==> config.mk <==
export PLATFORM = sky130hd
export DESIGN_NAME = mem_arbiter
export DESIGN_NICKNAME = d
export VERILOG_FILES = /design/src/rtl/mem_arbiter_pkg.sv /design/src/rtl/arb_watchdog.sv /design/src/rtl/mem_arbiter.sv
export SDC_FILE = /design/constraint.sdc
export NUM_CORES = 1
export LEC_CHECK = 0
export CAP_MARGIN = 20
export CORE_UTILIZATION = 34
export CTS_CLUSTER_DIAMETER = 40
export DETAILED_ROUTE_END_ITERATION = 8
export PLACE_DENSITY_LB_ADDON = 0.2
export SKIP_CTS_REPAIR_TIMING = 1
export SLEW_MARGIN = 20
export SYNTH_ARGS = -nofsm -noshare
export SYNTH_HDL_FRONTEND = slang
export SYNTH_SLANG_ARGS = --single-unit
==> constraint.sdc <==
create_clock -name clk -period 2.08 [get_ports clk]
set_clock_uncertainty 0.1 [all_clocks]
set_input_delay 0.52 -clock clk [delete_from_list [all_inputs] [get_ports clk]]
set_output_delay 0.52 -clock clk [all_outputs]
set_load 0.005 [all_outputs]
==> src/rtl/mem_arbiter_pkg.sv <==
// Shared constants for the byte-wide RAM handshake and the arbiter FSM.
// The MIPS core imports the same mem_ctrl encodings so both sides agree.
package mem_arbiter_pkg;

    // mem_ctrl encodings used by every master and by the RAM
    localparam logic [1:0] MEM_IDLE = 2'b00;
    localparam logic [1:0] MEM_WR   = 2'b01;
    localparam logic [1:0] MEM_RD   = 2'b10;

    // Arbiter ownership states
    typedef enum logic [1:0] {
        IDLE = 2'b00,
        OWN0 = 2'b01,
        OWN1 = 2'b10,
        GAP  = 2'b11
    } arb_state_t;

    // A master requests only with a real read or write; 2'b11 is ignored
    function automatic logic is_req(input logic [1:0] ctrl);
        return (ctrl == MEM_WR) || (ctrl == MEM_RD);
    endfunction

endpackage

==> src/rtl/arb_watchdog.sv <==
// Ownership watchdog: counts owner cycles without a completed byte and
// flags the terminal count so the arbiter can revoke a hung grant.
module arb_watchdog #(
    parameter int unsigned TIMEOUT = 64,
    parameter int unsigned CNT_W   = 16
) (
    input  logic clk,
    input  logic rst,
    input  logic en,     // a master currently owns the RAM
    input  logic done,   // a byte completed this cycle
    output logic tc      // this is the last allowed idle cycle
);

    localparam logic [CNT_W-1:0] LAST = CNT_W'(TIMEOUT - 1);

    logic [CNT_W-1:0] count;

    assign tc = en && (count == LAST);

    // Count idle owner cycles; restart on completion, on terminal count and outside ownership
    always_ff @(posedge clk) begin
        // NOTE: sequential state uses non-blocking assignments so every register samples pre-edge values.
        if (rst) begin
            count <= '0;
        end else if (!en || done || tc) begin
            count <= '0;
        end else begin
            count <= count + 1'b1;
        end
    end

endmodule

==> src/rtl/mem_arbiter.sv <==
// Two-master arbiter for the shared byte-wide data RAM. Master 0 is the
// MIPS core, master 1 the loader/debug port. One owner at a time is routed
// to the RAM; the other sees a silent RAM and stalls. A one-cycle GAP
// separates owners so the RAM always observes idle between them.
module mem_arbiter
    import mem_arbiter_pkg::*;
#(
    parameter int          FIXED_PRIO = 0,
    parameter int unsigned TIMEOUT    = 64,
    parameter int unsigned CNT_W      = 16
) (
    input  logic        clk,
    input  logic        rst,

    input  logic [1:0]  m0_mem_ctrl,
    input  logic [15:0] m0_addr,
    input  logic [7:0]  m0_wdata,
    input  logic        m0_send,
    input  logic        m0_receive,
    output logic [7:0]  m0_rdata,
    output logic        m0_ram_send,
    output logic        m0_ram_receive,
    output logic        m0_grant,

    input  logic [1:0]  m1_mem_ctrl,
    input  logic [15:0] m1_addr,
    input  logic [7:0]  m1_wdata,
    input  logic        m1_send,
    input  logic        m1_receive,
    output logic [7:0]  m1_rdata,
    output logic        m1_ram_send,
    output logic        m1_ram_receive,
    output logic        m1_grant,

    output logic [1:0]  ram_mem_ctrl,
    output logic [15:0] ram_addr,
    output logic [7:0]  ram_wdata,
    output logic        ram_cpu_send,
    output logic        ram_cpu_receive,
    input  logic [7:0]  ram_rdata,
    input  logic        ram_send,
    input  logic        ram_receive,

    output logic        timeout_err,
    output logic        timeout_id
);

    arb_state_t state;
    logic       last_owner;

    logic req0;
    logic req1;
    logic own;
    logic owner;
    logic done;
    logic release_own;
    logic tc;
    logic timeout;

    assign req0  = is_req(m0_mem_ctrl);
    assign req1  = is_req(m1_mem_ctrl);
    assign own   = (state == OWN0) || (state == OWN1);
    assign owner = (state == OWN1);

    assign m0_grant = (state == OWN0);
    assign m1_grant = (state == OWN1);

    // Route the owner's handshake to the RAM and the RAM's answers back to the owner only
    always_comb begin
        // NOTE: every output gets a default first so no path through this block can infer a latch.
        ram_mem_ctrl    = MEM_IDLE;
        ram_addr        = '0;
        ram_wdata       = '0;
        ram_cpu_send    = 1'b0;
        ram_cpu_receive = 1'b0;
        m0_rdata        = '0;
        m0_ram_send     = 1'b0;
        m0_ram_receive  = 1'b0;
        m1_rdata        = '0;
        m1_ram_send     = 1'b0;
        m1_ram_receive  = 1'b0;
        case (state)
            OWN0: begin
                ram_mem_ctrl    = m0_mem_ctrl;
                ram_addr        = m0_addr;
                ram_wdata       = m0_wdata;
                ram_cpu_send    = m0_send;
                ram_cpu_receive = m0_receive;
                m0_rdata        = ram_rdata;
                m0_ram_send     = ram_send;
                m0_ram_receive  = ram_receive;
            end
            OWN1: begin
                ram_mem_ctrl    = m1_mem_ctrl;
                ram_addr        = m1_addr;
                ram_wdata       = m1_wdata;
                ram_cpu_send    = m1_send;
                ram_cpu_receive = m1_receive;
                m1_rdata        = ram_rdata;
                m1_ram_send     = ram_send;
                m1_ram_receive  = ram_receive;
            end
            default: ;
        endcase
    end

    // A byte completes when either direction's strobe pair meets at the RAM
    assign done        = (ram_send & ram_cpu_receive) | (ram_cpu_send & ram_receive);
    assign release_own = own && (ram_mem_ctrl == MEM_IDLE);
    // A release in the terminal cycle wins over revocation
    assign timeout     = tc && !done && !release_own;
    assign timeout_err = timeout;

    arb_watchdog #(
        .TIMEOUT (TIMEOUT),
        .CNT_W   (CNT_W)
    ) u_watchdog (
        .clk  (clk),
        .rst  (rst),
        .en   (own),
        .done (done),
        .tc   (tc)
    );

    // Ownership FSM: grant on request, hold through multi-byte sequences, always pass through GAP
    always_ff @(posedge clk) begin
        if (rst) begin
            state      <= IDLE;
            last_owner <= 1'b1;
            timeout_id <= 1'b0;
        end else begin
            case (state)
                IDLE: begin
                    if (req0 && req1) begin
                        // Round-robin picks the master that did not own last
                        state <= ((FIXED_PRIO != 0) || last_owner) ? OWN0 : OWN1;
                    end else if (req0) begin
                        state <= OWN0;
                    end else if (req1) begin
                        state <= OWN1;
                    end
                end
                OWN0, OWN1: begin
                    if (release_own) begin
                        state      <= GAP;
                        last_owner <= owner;
                    end else if (timeout) begin
                        state      <= GAP;
                        last_owner <= owner;
                        timeout_id <= owner;
                    end
                end
                GAP: begin
                    state <= IDLE;
                end
                default: begin
                    state <= IDLE;
                end
            endcase
        end
    end

endmodule

==> impl_metrics.yaml, run 1 <==
status:
  status: "finished, violations left"
  violations: "DRC, setup timing"
critical_path:
  required_ns: 1.46
  cp.arrival_ns: 1.88
  criticalPathCategory: "reg -> out"
  cp-end-kind: "primary output"
  cpPeakStageDelay_ns: 0.53
  cpMaxStageDelayCell: "clkdlybuf4s50_1"
  critPathLaunchType: "register"
  path_max_fanout: 23
  crit_chain: "inv_4 > ha_4 > buf_6 > nor2b_1 > clkdlybuf4s50_1"
  worstRegToRegCells: 8
pwr:
  powerDensity_nw_per_um2: 1085
  internal-power_mw: 2.383
  combPwrFrac: 0.800
  sw_frac_of_total: 0.3850
  p_switching_mw: 1.492
  pwr-share-seq: 0.124
  irDropWorstVdd_mv: 0.7491
  cellLeakagePower_nw: 1.749
  pwr-share-clk: 0.076
detailed_routing:
  routed_wl_mm: 7.158
  drt_iter0_markers: 108
  drtPass1Iterations: 6
  vias: 2129
  final_antenna_net_count: 0
  drc: 26
  wl_per_cell_um: 16.92
  vias_per_cell: 5.033
grt:
  grt.total_usage: 0.2256
  grt_pass1_wl_mm: 9.197
  grt_max_degree: 29
  grt-ovfl-total: 0
  antenna_found_initial: 0
  grt_pass1_vias: 1814
layout:
  drive_gt1_frac: 0.3693
  syn_to_final_growth_pct: 122.0
  final_nets: 444
  fillCellCount: 273
  fin_area_um2: 3572
  diodes: 0
  final_common_cell: "clkdlybuf4s50_1"
  layout_common_cells: "clkdlybuf4s50_1 (69), buf_4 (38), a22oi_2 (27), nor2b_1 (25)"
floorplanning:
  dieArea_um2: 5012
  initial_core_util: 0.3620
  fp.dieW_um: 70.80
  pin_count: 120
  die_h_um: 70.80
  core_um2: 4444
  rows: 24
synthesis:
  synth_fp_nets: 277
  synth_warnings: 0
  ys_types: 37
  seq_area_frac_synth: 0.2488
  synth_seq_cells: 20
  netlist_instances: 205
  synth.cell_area_um2: 1609
  avgSynthCellArea_um2: 7.849
clock_network:
  cts-buffers-inserted: 3
  cts_tree: "yes"
  htree_levels: 1
  clk_latency_ns: 0.26
  clock-sinks: 20
  clk_pin_slew_ns: 0.07
  clockBufferDepth: 2
  clock-root-buffer: "clkbuf_8"
timing:
  fin_hold_ws_ns: 0.3978
  clock.fmax_ghz: 0.4001
  slew_violations: 0
  max-slew-margin-rel: 0.7600
  final-hold-violation-count: 0
  min_period_ns: 2.499
  finalCritPeriodShare: 1.202
  setup_ws_ns: -0.4195
  rsz0062_at_grt: "yes"
  setup_violations: 29
  worst_pin_slew_ns: 0.3591
placement:
  place_hpwl_mm: 4.747
  routabilityCongestion: 0.8290
  place_area_um2: 3070
  numPortBuffers: 119
hold_path:
  whs_path_depth: 2
  min_path_type: "reg -> reg"
flow_run:
  maxCapViolations: 0
[synthesized netlist by cell type, drive strengths merged]
master   number  area, µm²
a22oi        28      210.2
nor2b        28      175.2
nor2         22      82.58
and2         20      125.1
dfxtp        20      400.4
nand2        10      37.54
xor2          9      78.83
buf           8      46.30
clkbuf        7      26.28
xnor2         7      61.31
inv           6      22.52
nand3         6      30.03
o21ai         5      28.78
ha            4      50.05
and3          3      18.77
nand4         3      25.02
nor3          3      20.02
nor4b         3      53.80
a21oi         2      10.01
a211oi        1      7.510
a32o          1      10.01
and4          1      8.760
mux2i         1      10.01
nand4bb       1      11.26
nor3b         1      12.51
nor4          1      12.51
o211ai        1      12.51
o22ai         1      6.260
o2bb2ai       1      8.760
or3           1      6.260
[power groups by stage]
stage                     Combinational, mW  Clock, mW  Sequential, mW
after floorplan                        1.13          0           0.455
after global placement                 2.20          0           0.455
after detailed placement               2.22          0           0.457
after CTS                              2.23      0.305           0.448
after global routing                   3.27      0.319           0.485
final                                  3.10      0.296           0.480
[metal layers]
| layer | track usage | up-vias | wire, µm |
|---|---|---|---|
| met5 | 0 | - | 0 |
| met4 | 0.02889 | 0 | 72 |
| met3 | 0.04274 | 6 | 491 |
| met2 | 0.4017 | 66 | 3539 |
| met1 | 0.2902 | 1012 | 3054 |
| li1 | - | 1045 | - |
[critical path, delay by kind of cell, from the launching register on]
family / cells / cell delay (ns)
flops: 1 / 0.38
fa+ha+maj: 1 / 0.27
buf+inv: 3 / 0.77
simple gates: 1 / 0.18
[metrics by stage]
step	total power, mW	setup WS [ns]	util	TNS [ns]	cells
2_1_floorplan	1.587	0.07197	-	0	205
3_3_place_gp	2.657	-0.6924	0.6909	-15.60	398
3_5_place_dp	2.682	-0.6968	0.6909	-16.53	398
4_1_cts	2.982	-0.7435	0.7033	-25.52	402
5_1_grt	4.075	-0.4712	0.8038	-7.633	423
6_report	3.876	-0.4195	0.8038	-6.009	423
[registers in the layout (all words and copies together), names as in the netlist]
| register | count |
|---|---|
| timeout_id | 1 |
| last_owner | 1 |
| state | 2 |
| u_watchdog.count | 16 |
[cell families (layout without fill, tap and decap cells)]
group / after synthesis / in the layout / synth area share
buffers and inverters: 21 / 187 / 0.05910
muxes: 1 / 1 / 0.006221
AOI/OAI and AO/OA: 40 / 40 / 0.1827
and+or+nand+nor: 103 / 103 / 0.3849
DFF: 20 / 20 / 0.2488
adders and majority gates: 4 / 4 / 0.03111
xor gates and xnor gates: 16 / 16 / 0.08710
[final timing paths]
check / slack (ns) / from / to
worst min-delay path: 0.40 / timeout_id / timeout_id
worst max-delay path: -0.42 / state[1] / ram_addr[1]
worst min register to register: 0.40 / timeout_id / timeout_id
worst max register to register: 0.12 / state[0] / state[1]
[area by class of cell]
| class | count | area, µm² | area share |
|---|---|---|---|
| Sequential cell | 20 | 407.9 | 0.1142 |
| Timing Repair Buffer | 177 | 1703 | 0.4767 |
| Inverter | 6 | 27.53 | 0.007706 |
| Clock buffer | 4 | 55.05 | 0.01541 |
| Multi-Input combinational cell | 164 | 1314 | 0.3678 |
| Tap cell | 52 | 65.06 | 0.01821 |
Power figures use the tool's default switching activity.
==> run 2, diff against run 1 <==
==> constraint.sdc (replaced) <==
create_clock -name clk -period 2.08 [get_ports clk]
set_clock_uncertainty 0.1 [all_clocks]
set_input_delay 0.416 -clock clk [delete_from_list [all_inputs] [get_ports clk]]
set_output_delay 0.416 -clock clk [all_outputs]
set_load 0.005 [all_outputs]
==> impl_metrics.yaml, run 2 (synthesized netlist as in run 1, its figures left out) <==
detailed_routing:
  drtPass1Iterations: 6
  vias: 2033
  drt_iter0_markers: 81
  drc: 26
  routed_wl_mm: 6.611
  vias_per_cell: 4.934
  wl_per_cell_um: 16.05
  final_antenna_net_count: 0
clock_network:
  clock-root-buffer: "clkbuf_8"
  clockBufferDepth: 2
  clk_pin_slew_ns: 0.08
  clock-sinks: 20
  htree_levels: 1
  clk_latency_ns: 0.26
  cts-buffers-inserted: 3
  cts_tree: "yes"
pwr:
  cellLeakagePower_nw: 1.731
  sw_frac_of_total: 0.3710
  pwr-share-clk: 0.106
  irDropWorstVdd_mv: 0.6650
  p_switching_mw: 1.339
  pwr-share-seq: 0.131
  internal-power_mw: 2.270
  combPwrFrac: 0.763
  powerDensity_nw_per_um2: 1057
floorplanning:
  die_h_um: 70.80
  core_um2: 4444
  pin_count: 120
  fp.dieW_um: 70.80
  rows: 24
  dieArea_um2: 5012
  initial_core_util: 0.3620
critical_path:
  path_max_fanout: 3
  cp-end-kind: "primary output"
  reg2reg_setup_slack_ns: 0.09
  cpPeakStageDelay_ns: 0.39
  setup.worst_path.start: "state[1]"
  cpMaxStageDelayCell: "dfxtp_4"
  cp.arrival_ns: 1.74
  r2r-end: "state[1]"
  crit_chain: "inv_4 > ha_4 > nor4b_4 > nand4_2 > nor3b_2 > clkbuf_2"
  worstRegToRegCells: 8
  critPathLaunchType: "register"
  r2r_start: "state[1]"
  criticalPathCategory: "reg -> out"
  required_ns: 1.56
layout:
  multi_input_area_um2: 1262
  layout_common_cells: "clkdlybuf4s50_1 (68), buf_4 (32), dlymetal6s2s_1 (25), nor2b_1 (24), nor2_1 (22)"
  final_nets: 433
  largest_reg_flops: 16
  diodes: 0
  max_flop_register: "u_watchdog.count"
  fillCellCount: 318
  top_regs: "u_watchdog.count: 16 flops, state: 2 flops"
  post-route-util: 0.7686
  fin_area_um2: 3416
  regArea_um2: 405.4
  final_common_cell: "clkdlybuf4s50_1"
  drive_gt1_frac: 0.3250
  syn_to_final_growth_pct: 112.3
timing:
  final-hold-violation-count: 0
  min_period_ns: 2.259
  setup_ws_ns: -0.1792
  slew_violations: 0
  finalCritPeriodShare: 1.086
  max-slew-margin-rel: 0.7552
  rsz0062_at_grt: "yes"
  final.setup.tns_ns: -0.4357
  setup_violations: 14
  worst_pin_slew_ns: 0.3662
  clock.fmax_ghz: 0.4426
grt:
  grt_pass1_vias: 1839
  grt_pass1_wl_mm: 8.990
  grt_max_degree: 32
  grt-ovfl-total: 0
  antenna_found_initial: 0
  grt.total_usage: 0.2222
hold_path:
  holdPathEnd: "timeout_id"
  min_from: "timeout_id"
  whs_path_depth: 2
  min_path_type: "reg -> reg"
flow_run:
  maxCapViolations: 0
placement:
  place_area_um2: 3048
  numPortBuffers: 119
  place_hpwl_mm: 4.718
  routabilityCongestion: 0.8114
status:
  status: "finished, violations left"
  violations: "DRC, setup timing"
## run 2: power groups by stage
stage          combinational, mW  clock (mW)  sequential [mW]
2_1_floorplan               1.13           0            0.455
3_3_place_gp                2.21           0            0.452
3_5_place_dp                2.24           0            0.456
4_1_cts                     2.25       0.389            0.447
5_1_grt                     2.95       0.409            0.479
6_report                    2.75       0.382            0.473
## run 2: area by class of cell
class / instances / area share
Timing Repair Buffer: 166 / 0.4637
Clock inverter: 1 / 0.008791
Sequential cell: 20 / 0.1187
Tap cell: 52 / 0.01905
Clock buffer: 3 / 0.01209
Inverter: 6 / 0.008059
Multi-Input combinational cell: 164 / 0.3696
## run 2: routing by layer
metal / vias up / routed length, µm / GRT usage
met3: 6 / 459 / 0.02849
met4: 0 / 69 / 0.04000
li1: 1018 / - / -
met2: 59 / 3237 / 0.4017
met5: - / 0 / 0
met1: 950 / 2845 / 0.2848
## run 2: critical path, delay by kind of cell, from the launching register on
family                   cells  cell delay (ns)
AND/OR/NAND/NOR              3             0.60
adder cells (fa/ha/maj)      1             0.29
buffers and inverters        2             0.21
flip-flops                   1             0.39
## run 2: through the flow
stage,power [mW],setup slack (ns),hold WS (ns),cells
detailed placement,2.699,-0.4839,0.3960,395
global placement,2.665,-0.4834,0.3814,395
finish,3.609,-0.1792,0.4110,412
global route,3.835,-0.2747,0.4205,412
CTS,3.084,-0.6482,0.4119,399
floorplan,1.587,0.1760,0.3258,205
## run 2: how the worst max path moves through the flow
stage                       end  slack (ns)  depth (start not counted)
floorplan           timeout_err        0.18                          6
global route        timeout_err       -0.27                          6
CTS                 timeout_err       -0.65                          7
detailed placement  timeout_err       -0.48                          5
finish              timeout_err       -0.18                          6
global placement    timeout_err       -0.48                          5
==> run 3, diff against run 2 <==
--- a/config.mk
+++ b/config.mk
@@ -10,6 +10,7 @@
 export CTS_CLUSTER_DIAMETER = 40
 export DETAILED_ROUTE_END_ITERATION = 8
 export PLACE_DENSITY_LB_ADDON = 0.2
+export SETUP_SLACK_MARGIN = 0.2
 export SKIP_CTS_REPAIR_TIMING = 1
 export SLEW_MARGIN = 20
 export SYNTH_ARGS = -nofsm -noshare
==> impl_metrics.yaml, run 3 (synthesized netlist as in run 1, its figures left out) <==
status:
  status: "finished, violations left"
  violations: "DRC, setup timing"
critical_path:
  criticalPathCategory: "reg -> out"
  r2r-end: "timeout_id"
  reg2reg_setup_slack_ns: 0.13
  cp.arrival_ns: 1.74
  setup.worst_path.start: "state[1]"
  path_max_fanout: 5
  worstRegToRegCells: 9
  cp-end-kind: "primary output"
  critPathLaunchType: "register"
  required_ns: 1.56
  r2r_start: "state[1]"
layout:
  largest_reg_flops: 16
  syn_to_final_growth_pct: 120.2
  layout_common_cells: "clkdlybuf4s50_1 (68), buf_4 (31), a22oi_2 (24), buf_6 (23), nor2_1 (22)"
  fillCellCount: 291
  max_flop_register: "u_watchdog.count"
  diodes: 0
  final_nets: 440
  final_cell_count_no_fill: 419
  drive_gt1_frac: 0.4469
  final_common_cell: "clkdlybuf4s50_1"
  top_regs: "u_watchdog.count: 16 flops, state: 2 flops"
grt:
  grt_max_degree: 21
  grt_pass1_wl_mm: 9.453
  antenna_found_initial: 0
  grt.total_usage: 0.2339
  grt_pass1_vias: 1894
  grt-ovfl-total: 0
timing:
  finalCritPeriodShare: 1.083
  setup_ws_ns: -0.1724
  fin_hold_ws_ns: 0.4226
  clock.fmax_ghz: 0.4440
  max-slew-margin-rel: 0.7470
  slew_violations: 0
  final-hold-violation-count: 0
  setup_violations: 11
  worst_pin_slew_ns: 0.3784
  rsz0062_at_grt: "yes"
  min_period_ns: 2.252
placement:
  dp_cells: 400
  numPortBuffers: 119
  place_hpwl_mm: 4.825
  routabilityCongestion: 0.7629
detailed_routing:
  wl_per_cell_um: 17.18
  drt_iter0_markers: 130
  vias: 2154
  routed_wl_mm: 7.199
  drc: 26
  drtPass1Iterations: 7
  final_antenna_net_count: 0
  vias_per_cell: 5.141
clock_network:
  cts_tree: "yes"
  clk_latency_ns: 0.26
  clock-sinks: 20
  htree_levels: 1
  clk_pin_slew_ns: 0.07
  cts-buffers-inserted: 3
  clockBufferDepth: 2
  clock-root-buffer: "clkbuf_8"
hold_path:
  holdPathEnd: "state[0]"
  min_path_type: "reg -> reg"
  min_from: "state[0]"
  whs_path_depth: 1
flow_run:
  maxCapViolations: 0
pwr:
  powerDensity_nw_per_um2: 1140
  irDropWorstVdd_mv: 0.6526
  power_mw: 4.038
  cellLeakagePower_nw: 1.556
floorplanning:
  rows: 24
  die_h_um: 70.80
  core_um2: 4444
  fp.dieW_um: 70.80
  dieArea_um2: 5012
  initial_core_util: 0.3620
  pin_count: 120
[run 3: cell count changes in the layout (fill, tap and decap cells not counted), sizes merged]
cell and delta:
buf +24, bufinv -1, clkbuf +2, dlymetal6s2s -18
[run 3: metrics by stage]
step | util | setup WS (ns) | TNS [ns] | instance area [µm²]
after detailed placement | 0.6948 | -0.5427 | -4.458 | 3088
after global placement | 0.6948 | -0.5358 | -3.904 | 3088
final | 0.7973 | -0.1724 | -0.4278 | 3543
after floorplan | - | 0.2032 | 0 | 1615
after CTS | 0.7072 | -0.6756 | -15.87 | 3143
after global routing | 0.7973 | -0.2283 | -1.475 | 3543
[run 3: worst max-delay path by stage]
stage,to,slack [ns],cells past startpoint
global route,timeout_err,-0.23,7
CTS,timeout_err,-0.68,6
floorplan,timeout_err,0.20,6
detailed placement,timeout_err,-0.54,5
global placement,timeout_err,-0.54,5
finish,timeout_err,-0.17,7
[run 3: worst max-delay path, stage by stage, from the launching register on]
cell and delay [ns]:
dfxtp_4 0.38, inv_4 0.05, ha_4 0.16, buf_12 0.13, a22oi_2 0.22, o22ai_4 0.15
nor3b_2 0.23, buf_2 0.15
[run 3: layout make-up]
type	count	area, µm²	share of cell area
multi-input cells	164	1383	0.3902
well taps	52	65.06	0.01836
clock buffers	4	55.05	0.01554
inverters	6	27.53	0.007768
flip-flops and latches	20	407.9	0.1151
repair buffers	173	1605	0.4530
[run 3: report_power, final]
part / switching [mW] / internal, mW
clock network: 0.122 / 0.168
registers: 0.0419 / 0.436
logic: 1.35 / 1.92
total: 1.51 / 2.53
[run 3: layer usage]
metal  vias to the layer above  share of wire  track usage
met4                         0          0.018      0.04444
met1                      1032           0.40       0.2977
li1                       1033              -            -
met3                        15          0.068      0.04558
met2                        74           0.51       0.4124
met5                         -              0            0
